`config.mk`:
```
export PLATFORM = sky130hd
export DESIGN_NAME = dma_stream_sequencer
export DESIGN_NICKNAME = d
export VERILOG_FILES = /design/src/rtl/miner_dma_pkg.sv /design/src/rtl/stream_beat_counter.sv /design/src/rtl/dma_stream_sequencer.sv
export SDC_FILE = /design/constraint.sdc
export NUM_CORES = 1
export LEC_CHECK = 0
export CORE_ASPECT_RATIO = 1.5
export CORE_UTILIZATION = 47
export CTS_CLUSTER_SIZE = 40
export DETAILED_ROUTE_END_ITERATION = 10
export PLACE_DENSITY = 0.92
export SYNTH_ARGS = -nofsm -noshare
export SYNTH_HDL_FRONTEND = slang
export SYNTH_SLANG_ARGS = --single-unit
```
`constraint.sdc`:
```
create_clock -name clk -period 3.15 [get_ports clk]
set_input_delay 0.315 -clock clk [delete_from_list [all_inputs] [get_ports clk]]
set_output_delay 0.315 -clock clk [all_outputs]
set_load 0.01 [all_outputs]
```
`src/rtl/miner_dma_pkg.sv`:
```
// Shared types and constants for the miner DMA stream sequencer.
// Contents:
//   seq_state_t   sequencer FSM states
//   sts_err_t     error flags, packed in the order they appear in status word 3
//   CTRL_*/STS_*  control and status packet layout constants
package miner_dma_pkg;

    typedef enum logic [1:0] {
        IDLE = 2'd0,
        CTRL = 2'd1,
        RUN  = 2'd2,
        STS  = 2'd3
    } seq_state_t;

    localparam int          CTRL_WORDS = 6;
    localparam int          STS_WORDS  = 4;
    localparam int          CNT_W      = 16;
    localparam logic [3:0]  CTRL_FLAG  = 4'hA;
    localparam logic [31:0] STS_FLAG   = 32'h5000_0000;

    // Status word positions.
    localparam logic [1:0] STS_IDX_FLAG  = 2'd0;
    localparam logic [1:0] STS_IDX_JOB   = 2'd1;
    localparam logic [1:0] STS_IDX_BYTES = 2'd2;
    localparam logic [1:0] STS_IDX_ERR   = 2'(STS_WORDS - 1);

    // MSB first: {err_long, err_short, err_len, err_flag} -> status word 3 bits [3:0].
    typedef struct packed {
        logic err_long;
        logic err_short;
        logic err_len;
        logic err_flag;
    } sts_err_t;

    // Word count -> byte count, zero-extended to a full status word.
    function automatic logic [31:0] words_to_bytes(input logic [CNT_W-1:0] words);
        return 32'({words, 2'b00});
    endfunction

endpackage

```
`src/rtl/stream_beat_counter.sv`:
```
// Saturating beat counter with a sticky "tlast seen" flag.
// Ports:
//   clk, rst   clock, synchronous active-high reset
//   clr        synchronous clear (end of job)
//   beat       one transfer this cycle (tvalid & tready)
//   last       tlast of that transfer
//   count      beats seen, saturates at all-ones
//   done       set on the tlast beat, held until clr/rst
module stream_beat_counter #(
    parameter int CNT_W = 16
) (
    input  logic             clk,
    input  logic             rst,
    input  logic             clr,
    input  logic             beat,
    input  logic             last,
    output logic [CNT_W-1:0] count,
    output logic             done
);

    always_ff @(posedge clk) begin
        if (rst || clr) begin
            count <= '0;
            done  <= 1'b0;
        end else if (beat) begin
            if (count != '1) begin
                count <= count + CNT_W'(1);
            end
            if (last) begin
                done <= 1'b1;
            end
        end
    end

endmodule

```
`src/rtl/dma_stream_sequencer.sv`:
```
// Per-job sequencer between the PS AXI DMA streams and the miner datapath.
// A job is: consume one MM2S control packet, pass MM2S data to the miner and
// miner results to S2MM, then emit one 4-word status packet. One job at a time.
// Ports:
//   clk, rst                    clock, synchronous active-high reset
//   cntrlT*                     MM2S control stream (slave)
//   mm2sT*                      MM2S data stream (slave)
//   minerInT*                   data to the miner (master)
//   minerOutT*                  results from the miner (slave)
//   s2mmT*                      S2MM data stream (master)
//   stsT*                       S2MM status stream (master)
//   jobDone                     one-cycle pulse after the status tlast handshake
//   busy                        high outside IDLE
//   dbgState                    current FSM state
// Handshake: a beat transfers only when tvalid and tready are both high at a
// rising edge; a master keeps tdata/tlast stable while tvalid is high and
// tready is low. Streams outside their phase see tready=0 / tvalid=0.
module dma_stream_sequencer
    import miner_dma_pkg::*;
(
    input  logic        clk,
    input  logic        rst,
    input  logic [31:0] cntrlTdata,
    input  logic        cntrlTlast,
    input  logic        cntrlTvalid,
    output logic        cntrlTready,
    input  logic [31:0] mm2sTdata,
    input  logic        mm2sTlast,
    input  logic        mm2sTvalid,
    output logic        mm2sTready,
    output logic [31:0] minerInTdata,
    output logic        minerInTlast,
    output logic        minerInTvalid,
    input  logic        minerInTready,
    input  logic [31:0] minerOutTdata,
    input  logic        minerOutTlast,
    input  logic        minerOutTvalid,
    output logic        minerOutTready,
    output logic [31:0] s2mmTdata,
    output logic [3:0]  s2mmTkeep,
    output logic        s2mmTlast,
    output logic        s2mmTvalid,
    input  logic        s2mmTready,
    output logic [31:0] stsTdata,
    output logic [3:0]  stsTkeep,
    output logic        stsTlast,
    output logic        stsTvalid,
    input  logic        stsTready,
    output logic        jobDone,
    output logic        busy,
    output seq_state_t  dbgState
);

    seq_state_t       state;
    logic [2:0]       ctrl_idx;   // saturates at CTRL_WORDS (= "past the end")
    logic [31:0]      job_id;
    logic [CNT_W-1:0] exp_words;
    sts_err_t         err;
    logic [1:0]       sts_idx;

    logic [CNT_W-1:0] in_words, out_words;
    logic             in_done, out_done;
    logic             in_open, out_open;
    logic             in_beat, out_beat, ctrl_beat, sts_beat, sts_last_beat;
    logic             flag_bad, short_now, long_now, ctrl_err;
    logic [31:0]      sts_word;

    // RUN pass-through: each direction closes independently after its tlast.
    assign in_open  = (state == RUN) && !in_done;
    assign out_open = (state == RUN) && !out_done;

    assign mm2sTready     = in_open && minerInTready;
    assign minerInTvalid  = in_open && mm2sTvalid;
    assign minerInTdata   = in_open ? mm2sTdata : 32'h0;
    assign minerInTlast   = in_open && mm2sTlast;

    assign minerOutTready = out_open && s2mmTready;
    assign s2mmTvalid     = out_open && minerOutTvalid;
    assign s2mmTdata      = out_open ? minerOutTdata : 32'h0;
    assign s2mmTlast      = out_open && minerOutTlast;
    assign s2mmTkeep      = out_open ? 4'hF : 4'h0;

    assign in_beat       = mm2sTvalid && mm2sTready;
    assign out_beat      = s2mmTvalid && s2mmTready;
    assign ctrl_beat     = cntrlTvalid && cntrlTready;
    assign sts_beat      = stsTvalid && stsTready;
    assign sts_last_beat = sts_beat && (sts_idx == STS_IDX_ERR);

    stream_beat_counter #(.CNT_W(CNT_W)) u_in_cnt (
        .clk   (clk),
        .rst   (rst),
        .clr   (sts_last_beat),
        .beat  (in_beat),
        .last  (mm2sTlast),
        .count (in_words),
        .done  (in_done)
    );

    stream_beat_counter #(.CNT_W(CNT_W)) u_out_cnt (
        .clk   (clk),
        .rst   (rst),
        .clr   (sts_last_beat),
        .beat  (out_beat),
        .last  (minerOutTlast),
        .count (out_words),
        .done  (out_done)
    );

    // Error evaluation for the control beat currently on the bus; ctrl_err
    // includes flags being raised by this very beat so the tlast decision
    // sees them.
    always_comb begin
        flag_bad  = (ctrl_idx == 3'd0) ? (cntrlTdata[31:28] != CTRL_FLAG) : err.err_flag;
        short_now = cntrlTlast && (ctrl_idx < 3'(CTRL_WORDS - 1));
        long_now  = (ctrl_idx == 3'(CTRL_WORDS));
        ctrl_err  = flag_bad || short_now || long_now || err.err_short || err.err_long;
    end

    always_comb begin
        sts_word = 32'h0;
        case (sts_idx)
            STS_IDX_FLAG:  sts_word = STS_FLAG;
            STS_IDX_JOB:   sts_word = job_id;
            STS_IDX_BYTES: sts_word = words_to_bytes(out_words);
            default:       sts_word = {28'h0, err};
        endcase
    end

    assign stsTdata = stsTvalid ? sts_word : 32'h0;
    assign stsTlast = stsTvalid && (sts_idx == STS_IDX_ERR);
    assign stsTkeep = stsTvalid ? 4'hF : 4'h0;
    assign busy     = (state != IDLE);
    assign dbgState = state;

    always_ff @(posedge clk) begin
        if (rst) begin
            state       <= IDLE;
            ctrl_idx    <= 3'd0;
            job_id      <= 32'h0;
            exp_words   <= '0;
            err         <= '0;
            sts_idx     <= 2'd0;
            cntrlTready <= 1'b0;
            stsTvalid   <= 1'b0;
            jobDone     <= 1'b0;
        end else begin
            jobDone <= 1'b0;
            case (state)
                IDLE, CTRL: begin
                    cntrlTready <= 1'b1;
                    if (ctrl_beat) begin
                        if (ctrl_idx != 3'(CTRL_WORDS)) begin
                            ctrl_idx <= ctrl_idx + 3'd1;
                        end
                        if (ctrl_idx == 3'd0) err.err_flag <= flag_bad;
                        if (ctrl_idx == 3'd1) job_id <= cntrlTdata;
                        if (ctrl_idx == 3'd2) exp_words <= cntrlTdata[CNT_W-1:0];
                        if (short_now) err.err_short <= 1'b1;
                        if (long_now)  err.err_long  <= 1'b1;
                        if (cntrlTlast) begin
                            cntrlTready <= 1'b0;
                            ctrl_idx    <= 3'd0;
                            if (ctrl_err) begin
                                state     <= STS;
                                stsTvalid <= 1'b1;
                            end else begin
                                state <= RUN;
                            end
                        end else begin
                            state <= CTRL;
                        end
                    end
                end
                RUN: begin
                    if (in_done && out_done) begin
                        state        <= STS;
                        stsTvalid    <= 1'b1;
                        err.err_len  <= (in_words != exp_words);
                    end
                end
                STS: begin
                    if (sts_beat) begin
                        if (sts_idx == STS_IDX_ERR) begin
                            state       <= IDLE;
                            stsTvalid   <= 1'b0;
                            sts_idx     <= 2'd0;
                            jobDone     <= 1'b1;
                            cntrlTready <= 1'b1;
                            err         <= '0;
                            job_id      <= 32'h0;
                            exp_words   <= '0;
                        end else begin
                            sts_idx <= sts_idx + 2'd1;
                        end
                    end
                end
                default: state <= IDLE;
            endcase
        end
    end

endmodule

```
==> flow_summary_export.csv, run 1 <==
group,metric,value,unit
drt,firstDrtPassIters,5,
drt,drt_wl_total,17.4,mm
layout,area_growth,46.7,%
clock_network,clock_latency,350,ps
clock_network,cts_tree,"built",
power,power,2760,µW
yosys,synth_cell_types,51,
clock_network,cts_buffer_depth,2,
layout,final_util,0.705,
timing,worst_slack,379,ps
grt,grt_pass1_wl,27.5,mm
timing,max-slew-margin-rel,0.455,
clock_network,postCtsSetupBuffers,0,
flow_run,drv_cap,0,
die,pin_count,224,
layout,antenna_cells,0,
yosys,synthArstFlopShare,0,
die,core,11400,µm²
setup_path,worst_path_largest_cell_delay,530,ps
worst_hold_path,hold_class,"in2reg",
timing,tightest_slew,811,ps
setup_path,cp.required,2830,ps
yosys,yosys_warnings,0,
clock_network,cts-root-buf,"clkbuf_16",
layout,layout-drive-gt1-share,0.0478,
yosys,synth-edff-count,0,
drt,via_count,6126,
setup_path,start_kind,"flop",
layout,final_cell_count_no_fill,1049,
timing,setup-tns-final,0,ps
yosys,syn_area,5490,µm²
die,rows,48,
clock_network,cts_resized,0,
setup_path,critPathSlowestCell,"or3b_1",
yosys,avgSynthCellArea,7.64,µm²
grt,grt_pass1_vias,5558,
drt,drt-vias-per-instance,5.84,
power,ir_worst_vdd,0.326,mV
outcome,run_status,"complete, no violations",
timing,setup_viol,0,
place,dp_slack,770,ps
layout,fillers,895,
timing,fin_skew,6.00,ps
place,placed_cells,1033,
clock_network,cts_buffers,9,
place,place_congestion,0.959,
timing,finalMaxSlewViolations,0,
setup_path,cp.arrival,2460,ps
timing,layout_min_cycle_time,2770,ps
timing,finalCritPeriodShare,0.880,
die,die_h,134,µm
layout,nets,1011,
yosys,ys_seq_area_frac,0.350,
clock_network,cts.sink_count,96,
timing,final_hold_viol_count,0,
setup_path,critical_path_class,"reg2out",
yosys,syn_nets,835,
grt,grt_max_degree,50,
yosys,synth_ff_type,"dfxtp_1",
power,leakagePower,0.00270,µW
clock_network,hold_buffers,0,
die,die_area,12100,µm²
place,dp_hpwl,12.6,mm
grt,antenna_found_initial,0,
setup_path,end_kind,"output port",
drt,drc,0,
clock_network,clkTransAtPathRegs,70,ps
die,start_util,0.481,
die,die_x,90.2,µm
power,p_per_area,343,nW/µm²
drt,drt-initial-drc-count,703,
setup_path,path_max_fanout,41,
drt,drtAntennaViolNets,0,
timing,rsz0062_at_grt,"false",
timing,fmax,0.361,GHz
grt,grt_usage,0.280,
clock_network,htreeDepth,3,
yosys,ys_ff_latch,96,
grt,overflow,0,
place,io_buffers,223,
setup_path,crit_chain,"or3b_1 > inv_1 > buf_4 > and2_1 > clkdlybuf4s50_1",
yosys,synth_cells,718,
drt,wl_per_cell,16.6,µm
-- where the power goes --
group / total, µW / switching (µW) / internal, µW
sequential: 1240 / 12.6 / 1220
combinational: 393 / 166 / 227
clock: 1130 / 510 / 624
-- synth_stat cells (2+ instances only) --
master,instances,share of area
a311oi_1,2,0.0032
buf_2,2,0.0018
nor4_1,6,0.0068
or3b_1,2,0.0032
o41ai_1,2,0.0032
or3_1,7,0.0080
nor3_1,6,0.0055
a32oi_1,2,0.0032
nor2_1,35,0.024
nand3_1,18,0.016
or4_1,12,0.016
clkbuf_1,60,0.041
o21ai_0,10,0.0091
inv_1,11,0.0075
a211oi_1,9,0.012
nor3b_1,2,0.0027
buf_4,8,0.011
dfxtp_1,96,0.35
or2_2,8,0.0091
ha_1,10,0.023
nand4_1,65,0.074
and2_1,76,0.087
nand2b_1,2,0.0023
o31ai_1,10,0.014
and3_1,16,0.018
a22oi_1,17,0.023
a31o_2,2,0.0032
xnor2_1,16,0.026
o21a_1,4,0.0055
and4_1,4,0.0064
a21oi_1,78,0.071
nand2_1,87,0.060
mux2i_1,13,0.024
a31oi_1,2,0.0023
nand4b_1,2,0.0032
-- through the flow --
step           hold slack [ps]  instance area, µm²
2_1_floorplan              427                5490
6_report                   437                8050
5_1_grt                    447                8050
3_5_place_dp               441                7740
4_1_cts                    422                8050
3_3_place_gp               434                7740
-- critical path, delay by kind of cell, from the launching register on --
family                 cells  cell delay (ps)
flip-flops                 1              470
AND/OR/NAND/NOR            2              700
buffers and inverters      3              930
-- registers in the layout, summed over array words and instances (netlist names) --
name / count
exp_words: 16
u_out_cnt.done: 1
dbgState: 2
stsTvalid: 1
ctrl_idx: 3
u_out_cnt.count: 16
u_in_cnt.done: 1
u_in_cnt.count: 16
sts_idx: 2
jobDone: 1
err: 4
job_id: 32
cntrlTready: 1
-- cell usage in the layout, fill, tap and decap left out, types with 6 or more instances in the layout --
cell               n
or3_1              7
nor4_1             6
o31ai_1           10
nand4_1           65
dfxtp_1           96
a22oi_1           17
ha_1              10
clkdlybuf4s50_1  222
a211oi_1           9
or4_1             12
o21ai_0           10
mux2i_1           13
nor3_1             6
clkbuf_16          9
inv_1             11
or2_2              8
nor2_1            35
xnor2_1           16
and2_1            76
nand3_1           18
and3_1            16
buf_4             12
nand2_1           87
a21oi_1           78
-- path summary, 6_finish.rpt --
kind                            slack [ps]  cells after the start             endpoint         from
worst max-delay path                   380                      5         s2mmTdata[8]  dbgState[0]
worst min-delay path                   440                      2        exp_words[10]          rst
worst max register to register         830                      4  u_out_cnt.count[11]  dbgState[0]
worst min register to register         450                      2           job_id[23]   job_id[23]
-- per-layer routing --
layer	share of wire	GRT usage	vias to the layer above
li1	-	-	2908
met1	0.37	0.317	2808
met2	0.52	0.504	353
met3	0.082	0.0595	57
met4	0.034	0.125	0
met5	0	0	-
-- final cells by class --
class,instances,area (µm²),area share
clock inverter,7,81.3,0.0101
tap,150,188,0.0233
multi-input combinational,540,3250,0.404
clock buffer,9,225,0.0280
sequential,96,1920,0.239
inverter,11,41.3,0.00513
timing repair buffer,236,2340,0.290
-- cells by family (layout without fill, tap and decap cells) --
| kind of cell | Yosys count | after routing | synth area share |
|---|---|---|---|
| flops | 96 | 96 | 0.350 |
| fa+ha+maj | 10 | 10 | 0.0228 |
| buf+inv | 82 | 263 | 0.0620 |
| xor+xnor | 17 | 17 | 0.0271 |
| simple gates | 354 | 354 | 0.352 |
| compound gates | 146 | 146 | 0.162 |
| mux | 13 | 13 | 0.0237 |
Power figures use the tool's default switching activity.
==> run 2: changes to the inputs <==
--- a/config.mk
+++ b/config.mk
@@ -10,6 +10,7 @@
 export CTS_CLUSTER_SIZE = 40
 export DETAILED_ROUTE_END_ITERATION = 10
 export PLACE_DENSITY = 0.92
+export RECOVER_POWER = 50
 export SYNTH_ARGS = -nofsm -noshare
 export SYNTH_HDL_FRONTEND = slang
 export SYNTH_SLANG_ARGS = --single-unit
==> flow_summary_export.csv, run 2 (synthesis gave the netlist of run 1 again) <==
group,metric,value,unit
timing,final_hold_viol_count,0,
place,place_congestion,0.959,
setup_path,end_kind,"output port",
worst_hold_path,hold_end,"exp_words[10]",
grt,grt_usage,0.280,
drt,via_count,6145,
outcome,run_status,"complete, no violations",
setup_path,critPathTopFamily,"buffers and inverters",
layout,mostFrequentLayoutCells,"210 x clkdlybuf4s50_1, 96 x dfxtp_1, 87 x nand2_1",
worst_hold_path,worstHoldStart,"rst",
setup_path,critPathSlowestCell,"clkdlybuf4s50_1",
clock_network,htreeDepth,3,
setup_path,r2r_end,"job_id[29]",
timing,finalMaxSlewViolations,0,
timing,worst_slack,326,ps
power,p_int,2070,µW
layout,multi_input_area,3250,µm²
layout,fin_area,8030,µm²
place,dp_hpwl,12.6,mm
setup_path,cp.required,2830,ps
timing,tightest_slew,1370,ps
die,core,11400,µm²
layout,layout-drive-gt1-share,0.0434,
worst_hold_path,whs_path_depth,2,
clock_network,cts_resized,0,
timing,rsz0062_at_grt,"false",
drt,wl_per_cell,16.6,µm
power,p_seq_frac,0.448,
setup_path,r2r_slack,480,ps
grt,antenna_found_initial,0,
clock_network,cts_tree,"built",
clock_network,cts_buffers,9,
drt,drt_wl_total,17.4,mm
place,io_buffers,223,
layout,fillers,899,
drt,drc,0,
layout,area_growth,46.4,%
power,ir_worst_vdd,0.326,mV
layout,final_common_cell,"clkdlybuf4s50_1",
layout,final_util,0.704,
clock_network,cts-root-buf,"clkbuf_16",
die,die_area,12100,µm²
die,die_h,134,µm
die,die_x,90.2,µm
power,power.switching,687,µW
clock_network,hold_buffers,0,
setup_path,r2r.worst_path.cells,6,
setup_path,crit_chain,"buf_4 > nor3b_2 > clkbuf_2 > and2_1 > clkdlybuf4s50_1",
drt,drt-vias-per-instance,5.86,
place,dp_slack,770,ps
power,p_comb_frac,0.141,
setup_path,cp.buffers_inverters,3,
timing,setup-tns-final,0,ps
clock_network,cts_buffer_depth,2,
layout,nets,1011,
setup_path,critical_path_class,"reg2out",
drt,drtAntennaViolNets,0,
layout,top_register,"job_id",
layout,regArea,1920,µm²
timing,finalCritPeriodShare,0.897,
layout,antenna_cells,0,
setup_path,worst_path_largest_cell_delay,550,ps
grt,overflow,0,
clock_network,clkTransAtPathRegs,70,ps
setup_path,path_max_fanout,40,
grt,grt_pass1_wl,27.5,mm
grt,grt_pass1_vias,5558,
setup_path,start_kind,"flop",
layout,largest_register_ffs,32,
timing,holdWs,439,ps
timing,fin_skew,6.10,ps
die,rows,48,
die,start_util,0.481,
setup_path,cp.arrival,2510,ps
power,p_per_area,343,nW/µm²
power,leakagePower,0.00272,µW
place,place_area,7740,µm²
timing,setup_viol,0,
power,swShare,0.249,
clock_network,clock_latency,350,ps
timing,max-slew-margin-rel,0.0863,
timing,layout_min_cycle_time,2820,ps
worst_hold_path,hold_class,"in2reg",
clock_network,cts.sink_count,96,
clock_network,postCtsSetupBuffers,0,
grt,grt_max_degree,50,
setup_path,r2r_start,"sts_idx[1]",
timing,fmax,0.354,GHz
power,clock_power_share,0.410,
die,pin_count,224,
drt,firstDrtPassIters,7,
flow_run,drv_cap,0,
drt,drt-initial-drc-count,727,
==> run 2: cell types whose count changed in the layout (fill, tap and decap cells not counted), sizes merged <==
cell           change
clkdlybuf4s50     -12
dlygate4sd3       +12
buf                -4
clkbuf             +4
==> run 2: layer usage <==
layer  GRT usage  wire length, µm
met1       0.317             6440
met3      0.0595             1390
met5           0                0
met2       0.504             8980
met4       0.125              618
==> run 2: per-stage QoR <==
stage          instances  power, µW
5_1_grt             1049       2840
6_report            1049       2760
3_3_place_gp        1033       1650
3_5_place_dp        1033       1650
4_1_cts             1049       2760
2_1_floorplan        718       1410
==> run 2: how the worst max path moves through the flow <==
stage | slack (ps) | endpoint | start | cells after the start
6_report | 330 | minerInTdata[22] | dbgState[1] | 5
5_1_grt | 180 | minerInTdata[22] | dbgState[1] | 5
4_1_cts | 400 | s2mmTdata[8] | dbgState[0] | 5
3_5_place_dp | 770 | s2mmTdata[8] | dbgState[0] | 5
3_3_place_gp | 860 | s2mmTdata[8] | dbgState[0] | 5
2_1_floorplan | 1060 | u_out_cnt.count[11] | dbgState[1] | 6
==> run 2: layout make-up <==
cell class,instances,area share
inverters,11,0.00514
flip-flops and latches,96,0.239
clock inverters,7,0.0101
multi-input cells,540,0.405
repair buffers,236,0.289
clock buffers,9,0.0280
well taps,150,0.0234
==> run 2: power groups by stage <==
stage | registers [µW] | logic [µW] | clock network (µW)
after floorplan | 1260 | 147 | 0
after global routing | 1240 | 414 | 1190
after detailed placement | 1260 | 389 | 0
final | 1240 | 390 | 1130
after global placement | 1260 | 386 | 0
after CTS | 1240 | 391 | 1130
==> run 3: changes to the inputs <==
--- a/config.mk
+++ b/config.mk
@@ -5,8 +5,8 @@
 export SDC_FILE = /design/constraint.sdc
 export NUM_CORES = 1
 export LEC_CHECK = 0
-export CORE_ASPECT_RATIO = 1.5
 export CORE_UTILIZATION = 47
+export CTS_BUF_LIST = sky130_fd_sc_hd__clkbuf_16
 export CTS_CLUSTER_SIZE = 40
 export DETAILED_ROUTE_END_ITERATION = 10
 export PLACE_DENSITY = 0.92
==> flow_summary_export.csv, run 3 (synthesis gave the netlist of run 1 again) <==
group,metric,value,unit
outcome,run_status,"complete, no violations",
clock_network,clkTransAtPathRegs,70,ps
clock_network,cts.sink_count,96,
place,place_area,7720,µm²
timing,max-slew-margin-rel,0.247,
worst_hold_path,hold_end,"exp_words[6]",
timing,fin_skew,11.0,ps
drt,drt_wl_total,16.7,mm
setup_path,worst_path_largest_cell_delay,550,ps
layout,multi_input_area,3250,µm²
setup_path,r2r_slack,720,ps
drt,drt-vias-per-instance,5.89,
layout,top_register,"job_id",
worst_hold_path,hold_class,"in2reg",
timing,setup-tns-final,0,ps
layout,largest_register_ffs,32,
power,ir_worst_vdd,0.327,mV
setup_path,cp.required,2830,ps
drt,wl_per_cell,16.0,µm
timing,tightest_slew,1130,ps
grt,grt_pass1_wl,25.9,mm
die,rows,39,
drt,via_count,6138,
setup_path,end_kind,"output port",
grt,overflow,0,
setup_path,cp.arrival,2540,ps
clock_network,clock_latency,350,ps
die,die_h,110,µm
setup_path,r2r_start,"stsTvalid",
power,leakagePower,0.00271,µW
drt,drt-initial-drc-count,573,
setup_path,critical_path_class,"reg2out",
setup_path,critPathSlowestCell,"or3b_1",
layout,antenna_cells,0,
layout,mostFrequentLayoutCells,"213 x clkdlybuf4s50_1, 96 x dfxtp_1, 87 x nand2_1",
die,die_area,12100,µm²
timing,fmax,0.351,GHz
timing,final_hold_viol_count,0,
drt,drtAntennaViolNets,0,
die,start_util,0.480,
die,pin_count,224,
flow_run,drv_cap,0,
clock_network,htreeDepth,3,
place,place_congestion,0.941,
timing,rsz0062_at_grt,"false",
layout,layout-drive-gt1-share,0.0434,
layout,regArea,1920,µm²
grt,grt_pass1_vias,5348,
timing,layout_min_cycle_time,2850,ps
drt,firstDrtPassIters,6,
grt,grt_max_degree,53,
clock_network,cts-root-buf,"clkbuf_16",
timing,setup_viol,0,
place,io_buffers,223,
clock_network,cts_resized,0,
setup_path,r2r.worst_path.cells,4,
setup_path,path_max_fanout,41,
drt,drc,0,
timing,finalMaxSlewViolations,0,
layout,nets,1011,
layout,area_growth,45.9,%
clock_network,cts_buffers,9,
clock_network,hold_buffers,0,
die,die_x,110,µm
grt,antenna_found_initial,0,
grt,grt_usage,0.272,
clock_network,cts_buffer_depth,2,
worst_hold_path,worstHoldStart,"rst",
setup_path,r2r_end,"u_in_cnt.count[6]",
clock_network,cts_tree,"built",
layout,fin_area,8010,µm²
worst_hold_path,whs_path_depth,2,
setup_path,start_kind,"flop",
power,p_per_area,339,nW/µm²
clock_network,postCtsSetupBuffers,0,
place,dp_hpwl,12.0,mm
setup_path,crit_chain,"or3b_1 > inv_1 > buf_4 > and2_1 > clkdlybuf4s50_1",
timing,finalCritPeriodShare,0.906,
die,core,11400,µm²
layout,final_common_cell,"clkdlybuf4s50_1",
layout,fillers,879,
[run 3: cell types whose count changed in the layout (fill, tap and decap cells not counted)]
cell	change
clkdlybuf4s50_1	+3
clkinvlp_4	-3
dlygate4sd3_1	-3
inv_6	+2
inv_8	+2
buf_12	-1
buf_4	+1
bufinv_16	-1
clkinv_4	-1
clkinv_8	+1
[run 3: critical path, delay by kind of cell (launching register included)]
| family | cells | cell delay, ps |
|---|---|---|
| flip-flops | 1 | 440 |
| AND/OR/NAND/NOR | 2 | 750 |
| buffers and inverters | 3 | 1000 |
[run 3: per-layer routing]
metal / global-route usage / up-vias / share of wire
li1: - / 2917 / -
met1: 0.332 / 2781 / 0.38
met2: 0.465 / 382 / 0.47
met3: 0.0623 / 58 / 0.11
met4: 0.103 / 0 / 0.034
met5: 0 / - / 0
[run 3: worst max-delay path by stage]
stage / start / to / depth (start not counted)
after floorplan: dbgState[1] / u_out_cnt.count[11] / 6
after global placement: dbgState[0] / s2mmTdata[20] / 5
after detailed placement: dbgState[0] / s2mmTdata[20] / 5
after CTS: dbgState[0] / s2mmTdata[20] / 5
after global routing: dbgState[0] / s2mmTdata[20] / 5
final: dbgState[0] / s2mmTdata[20] / 5
[run 3: layout make-up]
cell class,instances,share of cell area
Timing Repair Buffer,236,0.289
Clock buffer,9,0.0281
Multi-Input combinational cell,540,0.406
Sequential cell,96,0.240
Clock inverter,7,0.00953
Tap cell,143,0.0223
Inverter,11,0.00516
[run 3: per-stage QoR]
stage                     std cells  hold slack, ps  total power, µW  setup WS [ps]  utilization
after floorplan                 718             427             1410           1060            -
after global placement         1026             435             1650            710        0.676
after detailed placement       1026             440             1650            694        0.676
after CTS                      1042             381             2730            316        0.702
after global routing           1042             403             2810            146        0.701
final                          1042             396             2720            298        0.701
[run 3: power breakdown]
group / internal, µW / switching [µW] / total, µW
combinational: 220 / 165 / 385
sequential: 1220 / 11.7 / 1240
clock: 567 / 529 / 1100
total: 2010 / 706 / 2720
